[src/rtl/shift_add_multiplier.sv]
// Sequential unsigned N x N -> 2N shift-and-add multiplier with start/busy/done handshake.
// Optional macro EARLY_TERM_EN ends the run once no multiplier bits remain.
module shift_add_multiplier #(
  parameter int N = 8
) (
  input  logic           clk,
  input  logic           rst_n,
  input  logic           start,
  input  logic [N-1:0]   a,
  input  logic [N-1:0]   b,
  output logic           busy,
  output logic           done,
  output logic [2*N-1:0] product
);

  localparam int CW = $clog2(N + 1);

  typedef enum logic [1:0] {
    IDLE = 2'd0,
    RUN  = 2'd1,
    DONE = 2'd2
  } state_t;

  state_t         state_reg;
  state_t         state_next;
  logic [2*N-1:0] mcand_reg;
  logic [2*N-1:0] acc_reg;
  logic [2*N-1:0] acc_sum;
  logic [2*N-1:0] product_reg;
  logic [N-1:0]   mplier_reg;
  logic [CW-1:0]  cnt_reg;
  logic           accept;
  logic           last;

  // DONE also accepts, so back-to-back requests skip the idle cycle.
  assign accept  = start && (state_reg != RUN);
  assign acc_sum = acc_reg + (mplier_reg[0] ? mcand_reg : '0);

`ifdef EARLY_TERM_EN
  assign last = (cnt_reg == CW'(N - 1)) || ((mplier_reg >> 1) == '0);
`else
  assign last = (cnt_reg == CW'(N - 1));
`endif

  always_ff @(posedge clk) begin
    if (!rst_n) begin
      state_reg <= IDLE;
    end else begin
      state_reg <= state_next;
    end
  end

  always_comb begin
    state_next = state_reg;
    busy       = 1'b0;
    done       = 1'b0;
    case (state_reg)
      IDLE: begin
        if (start) state_next = RUN;
      end
      RUN: begin
        busy = 1'b1;
        if (last) state_next = DONE;
      end
      DONE: begin
        done       = 1'b1;
        state_next = start ? RUN : IDLE;
      end
      default: state_next = IDLE;
    endcase
  end

  always_ff @(posedge clk) begin
    if (!rst_n) begin
      mcand_reg   <= '0;
      mplier_reg  <= '0;
      acc_reg     <= '0;
      cnt_reg     <= '0;
      product_reg <= '0;
    end else if (accept) begin
      mcand_reg  <= {{N{1'b0}}, a};
      mplier_reg <= b;
      acc_reg    <= '0;
      cnt_reg    <= '0;
    end else if (state_reg == RUN) begin
      acc_reg    <= acc_sum;
      mcand_reg  <= mcand_reg << 1;
      mplier_reg <= mplier_reg >> 1;
      cnt_reg    <= cnt_reg + CW'(1);
      // Result includes the add performed on the final edge.
      if (last) product_reg <= acc_sum;
    end
  end

  assign product = product_reg;

endmodule

[config.mk]
export PLATFORM = sky130hd
export DESIGN_NAME = shift_add_multiplier
export DESIGN_NICKNAME = d
export VERILOG_FILES = /design/src/rtl/shift_add_multiplier.sv
export SDC_FILE = /design/constraint.sdc
export NUM_CORES = 1
export LEC_CHECK = 0
export CAP_MARGIN = 25
export CORE_ASPECT_RATIO = 1.5
export CORE_UTILIZATION = 50
export CTS_CLUSTER_SIZE = 16
export DETAILED_ROUTE_END_ITERATION = 16
export PLACE_DENSITY = 0.83
export SLEW_MARGIN = 20
export SYNTH_ARGS = -nofsm -noshare
export SYNTH_HDL_FRONTEND = slang
export SYNTH_SLANG_ARGS = --single-unit
[constraint.sdc]
create_clock -name clk -period 5.2 [get_ports clk]
set_input_delay 1.04 -clock clk [delete_from_list [all_inputs] [get_ports clk]]
set_output_delay 1.04 -clock clk [all_outputs]
set_load 0.05 [all_outputs]
==> impl_metrics.ini <==
[status]
outcome = finished, final reports clean

[power_and_ir_drop]
max-vdd-ir-drop_v = 0.000305
p_leak_uw = 0.00171
cell_area_power_density_nw_per_um2 = 274

[sta]
timing.setup.tns_ns = 0
timing.final.crit_share_pct = 54.0
setup_slack_ns = 2.39
timing.final.setup_violations = 0
report.final.slew_viol_count = 0
clock_skew_ns = 0.0103
finalHoldViolCount = 0
max_slew.worst_pin.slew_ns = 0.661
post-route-min-period_ns = 2.81
unrepaired_setup_endpoints_after_global_routing = no
worst_slew_margin_pct = 55.8
maxClockFrequency_ghz = 0.356

[hold_path]
holdCritStartpoint = product[6]$_SDFFE_PN0P_
hold_path_depth = 2
timing.hold.worst.class = flip-flop to flip-flop
min_to = product[6]$_SDFFE_PN0P_

[grt]
grt_start_max_net_pins = 63
grt.total_usage_pct = 23.5
gr-total-overflow = 0
grt_pass1_vias = 2978
grt_first_pass_wirelength_um = 13500
antenna_violations_before_repair = 0

[finish]
layout-area-overhead-vs-synth_pct = 17.1
diodes = 0
final_layout_size_suffix_gt1_share_pct = 7.32
num-nets-final = 468

[detailed_routing]
count_of_routing_violations_after_the_opening_detailed_route_iteration = 303
drt-pass1-iter-count = 4
vias_per_cell = 5.97
drc = 0
detailroute.via_count = 3064
drtAntennaViolNets = 0
drt-wirelength-per-cell_um = 15.4
wl_um = 7890

[synth]
postSynth.asyncResetShare_pct = 0
count_of_flip_flops_with_a_built_in_enable_after_synthesis = 0
post_syn_area_um2 = 3430
mappedNetlistNets = 442
synth_seq_area_share_pct = 36.2
synth_flop_cell = sky130_fd_sc_hd__dfxtp_1
netlist_instances = 406
syn_area_per_cell_um2 = 8.45
synth-seq-cells = 62
ys_warn_count = 0
synth_cell_types = 57

[die]
chipWidth_um = 69.6
fp.coreArea_um2 = 6580
initial_core_util_pct = 52.1
num_io_pins = 37
die_area_um2 = 7200
fp.dieH_um = 103
rows = 36

[clock_network]
path_clk_slew_ns = 0.07
cts.sinks = 62
numCtsBuffers = 9
cts.repair_timing.setup_buffer_count = 0
cts_root_buffer = sky130_fd_sc_hd__clkbuf_8
postCtsHoldBufs = 0
ctsHtreeMaxLevel = 3
postCtsResizedCells = 0
cts_tree = yes
cts_buffer_depth = 2
clock_network_latency_to_the_later_pin_of_the_worst_skew_pair_ns = 0.34

[flow_run]
cap_viol_max_count = 0

[placed_design]
routability_congestion = 0.890
port-buffer-count = 36
detailed_place_hpwl_um = 5590
dp_worst_setup_slack_ns = 2.26

[worst_setup_path]
worst_setup_end_kind = output port
crit_arrival_ns = 1.77
reg2reg_from = mplier_reg[0]$_SDFFE_PN0P_
worstPathMaxFanout = 2
timing.critical_path.required_ns = 4.16
r2r_cells = 7
criticalPathCategory = flip-flop to output port
worstReg2RegEnd = product[14]$_SDFFE_PN0P_
r2r_setup_slack_ns = 2.52
worst_setup_path_start_kind = flip-flop
[synthesized netlist by cell type, drive strengths merged, types with 2 or more instances]
master | n | area [µm²]
nand2 | 74 | 278
dfxtp | 62 | 1240
a21oi | 33 | 169
nand3 | 25 | 125
clkbuf | 18 | 97.6
and2 | 17 | 106
o21ai | 17 | 88.8
ha | 16 | 200
mux2i | 16 | 160
o211a | 15 | 150
and3 | 11 | 70.1
nor2 | 10 | 37.5
buf | 9 | 57.6
a21boi | 8 | 63.8
inv | 5 | 18.8
nand3b | 5 | 37.5
nand4 | 5 | 31.3
xnor2 | 5 | 43.8
a211oi | 4 | 30.0
a21o | 4 | 31.3
a311o | 4 | 40.0
nor3 | 4 | 20.0
or3 | 4 | 26.3
xor2 | 4 | 35.0
a2111o | 3 | 33.8
nand2b | 3 | 18.8
o21a | 3 | 22.5
a221oi | 2 | 23.8
a31oi | 2 | 12.5
o211ai | 2 | 15.0
o31ai | 2 | 15.0
or4 | 2 | 18.8
[cells by family (layout without fill, tap and decap cells)]
kind of cell	after synthesis	after routing	synth area share [%]
compound gates	106	106	22.1
xor+xnor	9	9	2.30
fa+ha+maj	17	17	6.42
buf+inv	32	63	5.07
flops	62	62	36.2
mux	16	16	4.67
simple gates	164	164	23.3
[placed cells by master (no fill, tap or decap), types with 2 or more instances in the layout]
| cell | instances |
|---|---|
| sky130_fd_sc_hd__nand2_1 | 74 |
| sky130_fd_sc_hd__nand4_1 | 5 |
| sky130_fd_sc_hd__xnor2_1 | 5 |
| sky130_fd_sc_hd__o21a_1 | 3 |
| sky130_fd_sc_hd__ha_1 | 16 |
| sky130_fd_sc_hd__nor2_1 | 10 |
| sky130_fd_sc_hd__a211oi_1 | 4 |
| sky130_fd_sc_hd__o211ai_1 | 2 |
| sky130_fd_sc_hd__and2_1 | 17 |
| sky130_fd_sc_hd__nand3_1 | 25 |
| sky130_fd_sc_hd__bufinv_16 | 2 |
| sky130_fd_sc_hd__buf_4 | 6 |
| sky130_fd_sc_hd__or3_1 | 3 |
| sky130_fd_sc_hd__o211a_1 | 15 |
| sky130_fd_sc_hd__a2111o_1 | 3 |
| sky130_fd_sc_hd__o31ai_1 | 2 |
| sky130_fd_sc_hd__inv_1 | 5 |
| sky130_fd_sc_hd__clkbuf_8 | 12 |
| sky130_fd_sc_hd__o21ai_1 | 4 |
| sky130_fd_sc_hd__clkdlybuf4s50_1 | 36 |
| sky130_fd_sc_hd__a31oi_1 | 2 |
| sky130_fd_sc_hd__and3_1 | 10 |
| sky130_fd_sc_hd__nor3_1 | 3 |
| sky130_fd_sc_hd__a21o_1 | 3 |
| sky130_fd_sc_hd__mux2i_1 | 16 |
| sky130_fd_sc_hd__nand2b_1 | 2 |
| sky130_fd_sc_hd__a21boi_0 | 7 |
| sky130_fd_sc_hd__xor2_1 | 4 |
| sky130_fd_sc_hd__dfxtp_1 | 62 |
| sky130_fd_sc_hd__a311o_1 | 4 |
| sky130_fd_sc_hd__a21oi_1 | 32 |
| sky130_fd_sc_hd__nand3b_1 | 5 |
| sky130_fd_sc_hd__o21ai_0 | 12 |
[worst max-delay path by stage]
| stage | start | to | slack (ns) | cells after the start |
|---|---|---|---|---|
| 4_1_cts | state_reg[1]$_SDFFE_PN0P_ | busy | 2.38 | 3 |
| 5_1_grt | mplier_reg[0]$_SDFFE_PN0P_ | product[14]$_SDFFE_PN0P_ | 2.34 | 7 |
| 3_3_place_gp | rst_n | acc_reg[11]$_SDFFE_PP0P_ | 2.31 | 5 |
| 6_report | state_reg[1]$_SDFFE_PN0P_ | busy | 2.39 | 3 |
| 3_5_place_dp | start | acc_reg[12]$_SDFFE_PP0P_ | 2.26 | 7 |
| 2_1_floorplan | state_reg[1]$_SDFFE_PN0P_ | busy | 2.56 | 5 |
[routing by layer]
layer	part of all wire [%]	vias up	GRT usage, %
li1	-	1512	-
met1	41	1440	26.6
met2	51	97	43.2
met3	5.5	15	3.59
met4	2.6	0	11.7
met5	0	-	0
[per-stage QoR]
step	instances	total power, µW	hold WS (ns)	instance area (µm²)	util [%]
global placement	497	607	0.447	3780	57.5
CTS	513	1100	0.466	4020	61.1
global route	513	1140	0.492	4020	61.1
floorplan	406	581	0.437	3430	-
finish	513	1100	0.463	4020	61.1
detailed placement	497	611	0.458	3780	57.5
[layout make-up]
class | instances | area, µm²
fill | 572 | 2560
multi-input combinational | 312 | 2020
sequential | 62 | 1240
timing repair buffer | 42 | 405
clock buffer | 13 | 169
tap | 76 | 95.1
clock inverter | 3 | 65.1
inverter | 5 | 18.8
[critical path, cell delays in order (launching register included)]
cell,delay [ns]
sky130_fd_sc_hd__dfxtp_1,0.32
sky130_fd_sc_hd__nand2b_2,0.20
sky130_fd_sc_hd__inv_1,0.10
sky130_fd_sc_hd__clkdlybuf4s50_1,0.81
[report_power, final]
part	internal (µW)	switching, µW	leakage, µW
registers	489	11.9	0.000504
clock network	309	188	0.000120
logic	43.2	57.7	0.00109
total	841	257	0.00171
Power figures use the tool's default switching activity.
